## src/rtl/pong_pkg.sv

```systemverilog
// rtl/pong_pkg.sv - shared timing, colour and snapshot definitions for the pong renderer
// Contents:
//   timing constants   default 640x480@60 raw-counter geometry (H_*, V_*, PIX_DIV)
//   object constants   ball, paddle and net sizes/positions
//   rgb12, COL_*       12-bit colour type and the palette
//   snap_t             per-frame latched copy of the game-state inputs
//   in_span            half-open range test on 11-bit zero-extended values
package pong_pkg;

    localparam int PIX_DIV     = 4;
    localparam int H_TOTAL     = 800;
    localparam int H_SYNC      = 96;
    localparam int H_ACT_START = 144;
    localparam int H_ACT_END   = 784;
    localparam int V_TOTAL     = 525;
    localparam int V_SYNC      = 2;
    localparam int V_ACT_START = 35;
    localparam int V_ACT_END   = 515;

    localparam int BALL_SIZE = 8;
    localparam int PADDLE_W  = 8;
    localparam int PADDLE_H  = 64;
    localparam int PADDLE1_X = 160;
    localparam int PADDLE2_X = 768;
    localparam int NET_X     = 463;

    typedef logic [11:0] rgb12;

    localparam rgb12 COL_BALL = 12'hFFF;
    localparam rgb12 COL_P1   = 12'hF00;
    localparam rgb12 COL_P2   = 12'h00F;
    localparam rgb12 COL_NET  = 12'h888;
    localparam rgb12 COL_BG   = 12'h000;

    typedef struct packed {
        logic [9:0] ball_x;
        logic [8:0] ball_y;
        logic [8:0] p1_y;
        logic [8:0] p2_y;
    } snap_t;

    // 11 bits leave headroom so lo + len never wraps for any 10-bit edge.
    function automatic logic in_span(input logic [10:0] pos,
                                     input logic [10:0] lo,
                                     input logic [10:0] len);
        return (pos >= lo) && (pos < lo + len);
    endfunction

endpackage

```

## src/rtl/vga_sync_gen.sv

```systemverilog
// rtl/vga_sync_gen.sv - pixel-rate divider and raster counters with raw sync/active terms
// Ports:
//   clk, reset   system clock, synchronous active-high reset
//   pix_en       one-clk strobe per pixel (div == PIX_DIV-1)
//   hcount       current column, 0..H_TOTAL-1
//   vcount       current line, 0..V_TOTAL-1
//   hsync_raw    unregistered active-low hsync for the current counter value
//   vsync_raw    unregistered active-low vsync for the current counter value
//   in_act       current counter value lies in the active region
//   frame_last   counters sit on the last pixel of the frame
module vga_sync_gen #(
    parameter int PIX_DIV     = pong_pkg::PIX_DIV,
    parameter int H_TOTAL     = pong_pkg::H_TOTAL,
    parameter int H_SYNC      = pong_pkg::H_SYNC,
    parameter int H_ACT_START = pong_pkg::H_ACT_START,
    parameter int H_ACT_END   = pong_pkg::H_ACT_END,
    parameter int V_TOTAL     = pong_pkg::V_TOTAL,
    parameter int V_SYNC      = pong_pkg::V_SYNC,
    parameter int V_ACT_START = pong_pkg::V_ACT_START,
    parameter int V_ACT_END   = pong_pkg::V_ACT_END
) (
    input  logic       clk,
    input  logic       reset,
    output logic       pix_en,
    output logic [9:0] hcount,
    output logic [9:0] vcount,
    output logic       hsync_raw,
    output logic       vsync_raw,
    output logic       in_act,
    output logic       frame_last
);
    import pong_pkg::*;

    localparam int DIV_W = (PIX_DIV > 1) ? $clog2(PIX_DIV) : 1;
    localparam logic [DIV_W-1:0] DIV_MAX = DIV_W'(PIX_DIV - 1);

    logic [DIV_W-1:0] div;
    logic             h_last;
    logic             v_last;

    always_ff @(posedge clk) begin
        if (reset) begin
            div <= '0;
        end else if (div == DIV_MAX) begin
            div <= '0;
        end else begin
            div <= div + 1'b1;
        end
    end

    assign pix_en = (div == DIV_MAX);
    assign h_last = (hcount == 10'(H_TOTAL - 1));
    assign v_last = (vcount == 10'(V_TOTAL - 1));

    always_ff @(posedge clk) begin
        if (reset) begin
            hcount <= '0;
            vcount <= '0;
        end else if (pix_en) begin
            if (h_last) begin
                hcount <= '0;
                vcount <= v_last ? 10'd0 : vcount + 10'd1;
            end else begin
                hcount <= hcount + 10'd1;
            end
        end
    end

    assign hsync_raw  = !(hcount < 10'(H_SYNC));
    assign vsync_raw  = !(vcount < 10'(V_SYNC));
    assign in_act     = (hcount >= 10'(H_ACT_START)) && (hcount < 10'(H_ACT_END)) &&
                        (vcount >= 10'(V_ACT_START)) && (vcount < 10'(V_ACT_END));
    assign frame_last = h_last && v_last;

endmodule

```

## src/rtl/pong_vga_renderer.sv

```systemverilog
// rtl/pong_vga_renderer.sv - VGA renderer drawing ball, paddles and net from per-frame snapshots
// Ports:
//   clk, reset          system clock, synchronous active-high reset
//   ballX, ballY        ball top-left corner, raw counter coordinates
//   paddle1Y, paddle2Y  paddle top edges, raw counter coordinates
//   hsync, vsync        registered active-low sync
//   red, green, blue    registered 4-bit colour channels
//   active              registered active-region flag, aligned with rgb
//   frame_start         one-clk pulse following the input snapshot
module pong_vga_renderer #(
    parameter int PIX_DIV     = pong_pkg::PIX_DIV,
    parameter int H_TOTAL     = pong_pkg::H_TOTAL,
    parameter int H_SYNC      = pong_pkg::H_SYNC,
    parameter int H_ACT_START = pong_pkg::H_ACT_START,
    parameter int H_ACT_END   = pong_pkg::H_ACT_END,
    parameter int V_TOTAL     = pong_pkg::V_TOTAL,
    parameter int V_SYNC      = pong_pkg::V_SYNC,
    parameter int V_ACT_START = pong_pkg::V_ACT_START,
    parameter int V_ACT_END   = pong_pkg::V_ACT_END,
    parameter int BALL_SIZE   = pong_pkg::BALL_SIZE,
    parameter int PADDLE_W    = pong_pkg::PADDLE_W,
    parameter int PADDLE_H    = pong_pkg::PADDLE_H,
    parameter int PADDLE1_X   = pong_pkg::PADDLE1_X,
    parameter int PADDLE2_X   = pong_pkg::PADDLE2_X,
    parameter int NET_X       = pong_pkg::NET_X
) (
    input  logic       clk,
    input  logic       reset,
    input  logic [9:0] ballX,
    input  logic [8:0] ballY,
    input  logic [8:0] paddle1Y,
    input  logic [8:0] paddle2Y,
    output logic       hsync,
    output logic       vsync,
    output logic [3:0] red,
    output logic [3:0] green,
    output logic [3:0] blue,
    output logic       active,
    output logic       frame_start
);
    import pong_pkg::*;

    logic       pix_en;
    logic [9:0] hcount;
    logic [9:0] vcount;
    logic       hsync_raw;
    logic       vsync_raw;
    logic       in_act;
    logic       frame_last;

    vga_sync_gen #(
        .PIX_DIV    (PIX_DIV),
        .H_TOTAL    (H_TOTAL),
        .H_SYNC     (H_SYNC),
        .H_ACT_START(H_ACT_START),
        .H_ACT_END  (H_ACT_END),
        .V_TOTAL    (V_TOTAL),
        .V_SYNC     (V_SYNC),
        .V_ACT_START(V_ACT_START),
        .V_ACT_END  (V_ACT_END)
    ) u_sync (
        .clk       (clk),
        .reset     (reset),
        .pix_en    (pix_en),
        .hcount    (hcount),
        .vcount    (vcount),
        .hsync_raw (hsync_raw),
        .vsync_raw (vsync_raw),
        .in_act    (in_act),
        .frame_last(frame_last)
    );

    // Snapshot on the last pixel of the frame: the counter wrap and the new
    // positions take effect together, so pixel (0,0) already uses them.
    snap_t snap;
    logic  take_snap;

    assign take_snap = pix_en && frame_last;

    always_ff @(posedge clk) begin
        if (reset) begin
            snap        <= '0;
            frame_start <= 1'b0;
        end else begin
            frame_start <= take_snap;
            if (take_snap) begin
                snap <= {ballX, ballY, paddle1Y, paddle2Y};
            end
        end
    end

    logic [10:0] h11;
    logic [10:0] v11;
    logic        hit_ball;
    logic        hit_p1;
    logic        hit_p2;
    logic        hit_net;

    assign h11 = {1'b0, hcount};
    assign v11 = {1'b0, vcount};

    assign hit_ball = in_span(h11, {1'b0, snap.ball_x}, 11'(BALL_SIZE)) &&
                      in_span(v11, {2'b0, snap.ball_y}, 11'(BALL_SIZE));
    assign hit_p1   = in_span(h11, 11'(PADDLE1_X), 11'(PADDLE_W)) &&
                      in_span(v11, {2'b0, snap.p1_y}, 11'(PADDLE_H));
    assign hit_p2   = in_span(h11, 11'(PADDLE2_X), 11'(PADDLE_W)) &&
                      in_span(v11, {2'b0, snap.p2_y}, 11'(PADDLE_H));
    // Bit 4 of the line counter alternates every 16 lines, giving the dashes.
    assign hit_net  = in_span(h11, 11'(NET_X), 11'd2) && !vcount[4];

    rgb12 pix;

    always_comb begin
        pix = COL_BG;
        if (in_act) begin
            if (hit_ball) begin
                pix = COL_BALL;
            end else if (hit_p1) begin
                pix = COL_P1;
            end else if (hit_p2) begin
                pix = COL_P2;
            end else if (hit_net) begin
                pix = COL_NET;
            end
        end
    end

    // All four pixel-describing outputs share one register stage so they
    // stay aligned one pixel behind the counters.
    rgb12 rgb_q;

    always_ff @(posedge clk) begin
        if (reset) begin
            rgb_q  <= COL_BG;
            active <= 1'b0;
            hsync  <= 1'b1;
            vsync  <= 1'b1;
        end else if (pix_en) begin
            rgb_q  <= pix;
            active <= in_act;
            hsync  <= hsync_raw;
            vsync  <= vsync_raw;
        end
    end

    assign red   = rgb_q[11:8];
    assign green = rgb_q[7:4];
    assign blue  = rgb_q[3:0];

endmodule
```

## config.mk

```make
export PLATFORM = sky130hd
export DESIGN_NAME = pong_vga_renderer
export DESIGN_NICKNAME = d
export VERILOG_FILES = /design/src/rtl/pong_pkg.sv /design/src/rtl/vga_sync_gen.sv /design/src/rtl/pong_vga_renderer.sv
export SDC_FILE = /design/constraint.sdc
export NUM_CORES = 1
export LEC_CHECK = 0
export ABC_CLOCK_PERIOD_IN_PS = 2500
export CORE_MARGIN = 2
export CORE_UTILIZATION = 45
export CTS_BUF_LIST = sky130_fd_sc_hd__clkbuf_8
export CTS_CLUSTER_DIAMETER = 40
export DETAILED_ROUTE_END_ITERATION = 10
export HOLD_SLACK_MARGIN = 0.06
export PLACE_DENSITY = 0.67
export SYNTH_ARGS = -nofsm -noshare
export SYNTH_HDL_FRONTEND = slang
export SYNTH_SLANG_ARGS = --single-unit
```

## constraint.sdc

```tcl
create_clock -name clk -period 2.5 [get_ports clk]
set_input_delay 0.5 -clock clk [delete_from_list [all_inputs] [get_ports clk]]
set_output_delay 0.5 -clock clk [all_outputs]
set_load 0.005 [all_outputs]
```

## Yosys cells after proc, flatten, opt, wreduce, memory -nomap -nowiden

Index checks and enable logic that the tools add are counted.

- Divide/modulo/power cells: 0
- Magnitude comparators: 20
- Add/sub/neg operators: 7
- Equality and inequality tests: 3
- Multiply operators: 0
- Shift operators: 0
- Reductions and logical operators: 21
- Bitwise gates (word level): 0
- Mux-type cells: 7

Operators with widths:

| cell | number |
|---|---|
| 12-bit 2-to-1 mux | 5 |
| 10-bit by 9-bit >= comparator with 1-bit output | 3 |
| 10-bit less-than comparator | 3 |
| 10-bit less-than comparator, second input constant | 3 |
| 10-bit by 1-bit adder with 10-bit output, second input constant | 2 |
| 9-bit by 7-bit adder with 10-bit output, second input constant | 2 |
| 10-bit equality test, second input constant | 2 |
| 10-bit by 8-bit >= comparator with 1-bit output, second input constant | 2 |
| 10-bit 2-to-1 mux | 2 |
| 1-bit logical AND | 16 |
| 10-bit by 4-bit adder with 11-bit output, second input constant | 1 |
| 10-bit by 11-bit less-than comparator with 1-bit output | 1 |
| 9-bit by 4-bit adder with 10-bit output, second input constant | 1 |
| 10-bit >= comparator | 1 |
| 10-bit >= comparator, second input constant | 1 |
| 10-bit by 6-bit >= comparator with 1-bit output, second input constant | 1 |
| 10-bit by 9-bit >= comparator with 1-bit output, second input constant | 1 |
| 10-bit by 2-bit less-than comparator with 1-bit output, second input constant | 1 |
| 10-bit by 7-bit less-than comparator with 1-bit output, second input constant | 1 |
| 10-bit by 8-bit less-than comparator with 1-bit output, second input constant | 1 |
| 10-bit by 9-bit less-than comparator with 1-bit output, second input constant | 1 |
| 1-bit zero test | 3 |
| 2-bit by 1-bit adder with 2-bit output, second input constant | 1 |
| 2-bit equality test, second input constant | 1 |
| other kinds (2) | 2 |

- Memories kept: 0
- Bits in registers: 75
- Bits of input ports: 39
- Memory bits (read-only): 0
- Latch bits: 0
- Output and inout port bits: 16
- RAM bits: 0

## Depth between registers and ports, before layout

- Depth in word-level cells: 8
- Mapped depth: 11
- Mapped depth without buffers: 11

## By module

A second synthesis with hierarchy kept.

- Cell total of the unflattened synthesis: 585
- Area total of the unflattened synthesis: 4,658.2 um^2

Modules (own cells, without submodules):

| module | cells an instance | area each (um^2) | times used |
|---|---|---|---|
| pong_vga_renderer | 440 | 3,444.6 | 1 |
| vga_sync_gen | 145 | 1,213.7 | 1 |

## Worst setup path after synthesis

Ideal clock, no wire load.

- Kind: register to register
- Start: register snap[23] (netlist bit)
- End: register rgb_q[10]
- Stages on the path, launching flop included: 12
- Buffers on the path: 0
- Setup slack: 354 ps
- Arrival time: 2,067 ps
- Cells stage by stage: dfxtp_1 > inv_1 > nor3_1 > nand3_1 > xnor2_1 > ha_1 > a21oi_1 > nand2_1 > a21oi_1 > o211ai_1 > a221o_1 > o211ai_1

- Longest elaborated chain between the ends: 6
- Elaborated cells between the ends (all ways): 7
- Classes of those cells: 1 x add/sub; 2 x order compare; 2 x mux; 2 x reduce/logical

Ends and longest elaborated chain:

| item | RTL line | source |
|---|---|---|
| start: declaration | pong_vga_renderer.sv:75 | `snap_t snap;` |
| start signal: assignment | pong_vga_renderer.sv:87 | `snap <= {ballX, ballY, paddle1Y, paddle2Y};` |
| 9-bit by 4-bit adder with 10-bit output | pong_pkg.sv:46 | `return (pos >= lo) && (pos < lo + len);` |
| 10-bit less-than comparator | pong_pkg.sv:46 |  |
| 1-bit logical AND * | pong_pkg.sv:46 |  |
| 1-bit logical AND * | pong_vga_renderer.sv:102 | `assign hit_ball = in_span(h11, {1'b0, snap.ball_x}, 11'(BALL_SIZE)) &&` |
| 12-bit 2-to-1 mux * | pong_vga_renderer.sv:116 | `if (hit_ball) begin` |
| 12-bit 2-to-1 mux * | pong_vga_renderer.sv:115 | `if (in_act) begin` |
| end signal: assignment | pong_vga_renderer.sv:139 | `rgb_q <= pix;` |
| end: declaration | pong_vga_renderer.sv:130 | `rgb12 rgb_q;` |

Every way passes the cells marked *; elsewhere a longest branch is shown, timed or not.
A chain may end at the register's enable or synchronous reset.

## Worst setup path in the final report

- Start: register u_sync.vcount[6]
- End: register rgb_q[10]

- Longest elaborated chain between the ends: 7
- Elaborated cells between the ends (all ways): 20
- Classes of those cells: 8 x order compare; 4 x mux; 8 x reduce/logical

Ends and longest elaborated chain:

| item | RTL line | source |
|---|---|---|
| start: declaration | vga_sync_gen.sv:26 | `output logic [9:0] vcount,` |
| start signal: assignment | vga_sync_gen.sv:62 | `vcount <= v_last ? 10'd0 : vcount + 10'd1;` |
| 10-bit by 9-bit >= comparator with 1-bit output / 10-bit less-than comparator (equally long branches) | pong_pkg.sv:46 |  |
| 1-bit logical AND | pong_pkg.sv:46 |  |
| 1-bit logical AND | pong_vga_renderer.sv:106 | `assign hit_p2 = in_span(h11, 11'(PADDLE2_X), 11'(PADDLE_W)) &&` |
| 12-bit 2-to-1 mux | pong_vga_renderer.sv:120 | `end else if (hit_p2) begin` |
| 12-bit 2-to-1 mux | pong_vga_renderer.sv:118 | `end else if (hit_p1) begin` |
| 12-bit 2-to-1 mux | pong_vga_renderer.sv:116 |  |
| 12-bit 2-to-1 mux * | pong_vga_renderer.sv:115 |  |

Marks and branches as above.

==> results.md <==
- Run status: finished clean
- ANT cells: 0
- Die Wd: 105 um
- Synth top cells by count: nand2_1, dfxtp_1, ha_1
- Post-CTS setup buffer count: 0
- Crit share post-route: 0.965
- Residual DRC count: 0
- Share of layout cells above drive strength 1: 0.0882
- Total wire length: 10.8 mm
- WP data required: 2.78 ns
- CP Launch Type: register
- Clock sinks: 69
- Final-stage net count: 738
- Largest net degree at the start of global routing: 32
- H-tree levels: 3
- Slew Viols, Final: 0
- TritonRoute pass-1 iters: 4
- Synthesized flop and latch total: 69
- CTS tree: done
- Routed vias/inst: 5.31
- Worst-Skew Late Latency: 0.35 ns
- Fill cell count: 917
- Critical Path Sink Type: register
- Count of cell types in the netlist: 59
- Cell Rows: 36
- Vias in the first global route: 3913
- Area growth, synth to finish: 20.3%
- Final hold viol count: 0
- Vias: 4081
- Wirelength per Cell: 14.1 um
- Placer Congestion: 0.981
- Post-Synthesis Cells: 572
- Most numerous cell in the Yosys netlist: nand2_1
- Initial Util: 0.466
- Syn_nets: 680
- Top FF cell, synth: dfxtp_1
- Crit path DAT: 2.70 ns
- Met2 WL post-DR: 4.88 mm
- GRT Util Overall: 0.207
- DP HPWL: 8.15 mm
- Placement Setup Slack: 0.129 ns
- Mapped Area: 4600 sq um
- Hold WS: 0.435 ns
- Pwr/cell area: 397 nW/um^2
- DR top layer: met4
- Max Cap Viol: 0
- Initial antenna violation count: 0
- Fmax: 0.415 GHz
- R2r setup slk: 0.09 ns
- 1st-iter DRT viols: 171
- PortBufs: 54
- Number of synthesized flops with an enable pin: 0
- Final min period: 2.41 ns
- Hold Crit Class: register to register
- Core area: 9860 sq um
- Maximum vdd ir drop: 191 uV
- Synth Warn #: 0
- Sequential area share after synthesis: 0.300
- Synth async-reset ratio: 0
- Synth top area cells: dfxtp_1, ha_1, nand2_1, a21oi_1, inv_1
- Skew final: 0.00827 ns
- Clk slew on worst S/H paths: 0.08 ns
- # setup viols final: 0
- CP Class: register to register
- Critical path fanouts, max: 10
- Max_slew headroom: 0.624
- Slew @ Worst Pin: 0.564 ns
- RSZ-0062 raised after global routing: true
- Met3 wire len: 500 um
- ANT nets after route: 0
- Share of the synthesized area in the top cell type: 0.300
- Area leader, netlist: dfxtp_1
- Leak pwr: 2.19 nW
- Total clock buffers created by CTS: 9
- # IOs: 55
- Die Area: 11000 sq um
- Global-route wire length before repair: 18.5 mm
- Root Buffer: clkbuf_8
- Final WS setup: 0.0886 ns
- Grt total ovfl: 0
- Post-Route M1 WL: 5.29 mm
- Die H: 105 um
- Syn avg cell area: 8.04 sq um
- Clock Path Buffers: 2
## cells in the final DEF, fill, tap and decap left out, types with 12 or more instances in the layout
cell             count
a21oi_1             61
buf_4               20
clkbuf_8            12
clkdlybuf4s50_1     53
dfxtp_1             67
ha_1                69
inv_1               56
nand2_1            103
nand3_1             21
nand4_1             12
nor2_1              23
nor3_1              13
xnor2_1             20
## layer usage
layer / track usage / up-vias
met5: 0 / -
met4: 0.0638 / 0
met3: 0.0443 / 12
met2: 0.325 / 88
met1: 0.285 / 1890
li1: - / 2091
## registers in the layout (all words and copies together), names as in the netlist
name,cells
snap,37
u_sync.div,2
hsync,1
frame_start,1
u_sync.vcount,10
vsync,1
active,1
rgb_q,6
u_sync.hcount,10
## repair_timing
item / CTS / global route
gates resized for setup: 0 / 7
hold buffers: 0 / 0
endpoints found under the setup margin: 0 / 20
## report_power, final
group          internal (mW)  leakage, nW  switching [mW]  total, mW
clock                  0.538        0.110           0.435      0.972
sequential              1.11        0.557         0.00477       1.11
combinational         0.0693         1.53          0.0433      0.113
## through the flow
| step | instance area (sq um) | total power, mW | util | std cells | TNS, ns |
|---|---|---|---|---|---|
| 2_1_floorplan | 4600 | 1.17 | - | 572 | 0 |
| 3_3_place_gp | 5300 | 1.25 | 0.537 | 752 | 0 |
| 3_5_place_dp | 5300 | 1.25 | 0.537 | 752 | 0 |
| 4_1_cts | 5510 | 2.21 | 0.558 | 768 | 0 |
| 5_1_grt | 5530 | 2.29 | 0.561 | 768 | -0.0198 |
| 6_report | 5530 | 2.20 | 0.561 | 768 | 0 |
## path summary, 6_finish.rpt
check / endpoint / depth (start not counted) / startpoint
worst max-delay path: rgb_q[10] / 8 / u_sync.vcount[6]
worst min-delay path: u_sync.div[0] / 1 / u_sync.div[0]
worst max register to register: rgb_q[10] / 8 / u_sync.vcount[6]
worst min register to register: u_sync.div[0] / 1 / u_sync.div[0]
## cell families (layout without fill, tap and decap cells)
kind of cell	after synthesis	after routing	synth area share
AND/OR/NAND/NOR	212	212	0.227
AO/OA/AOI/OAI	110	110	0.147
buffers and inverters	83	146	0.0824
adder cells (fa/ha/maj)	69	69	0.188
flip-flops	69	69	0.300
XOR/XNOR	29	29	0.0552
## area by class of cell
class,instances,area (sq um),area share
clock inverters,4,46.3,0.00837
flip-flops and latches,69,1380,0.250
repair buffers,75,706,0.128
clock buffers,12,165,0.0299
inverters,55,206,0.0373
multi-input cells,420,2860,0.517
well taps,133,166,0.0301
## critical path: stages, from the launching register on
cell	delay [ns]
dfxtp_1	0.68
ha_1	0.22
nand4b_1	0.13
or2_2	0.33
o221ai_1	0.24
a32oi_1	0.09
buf_4	0.17
or3b_1	0.38
o211ai_1	0.09
Power figures use the tool's default switching activity.
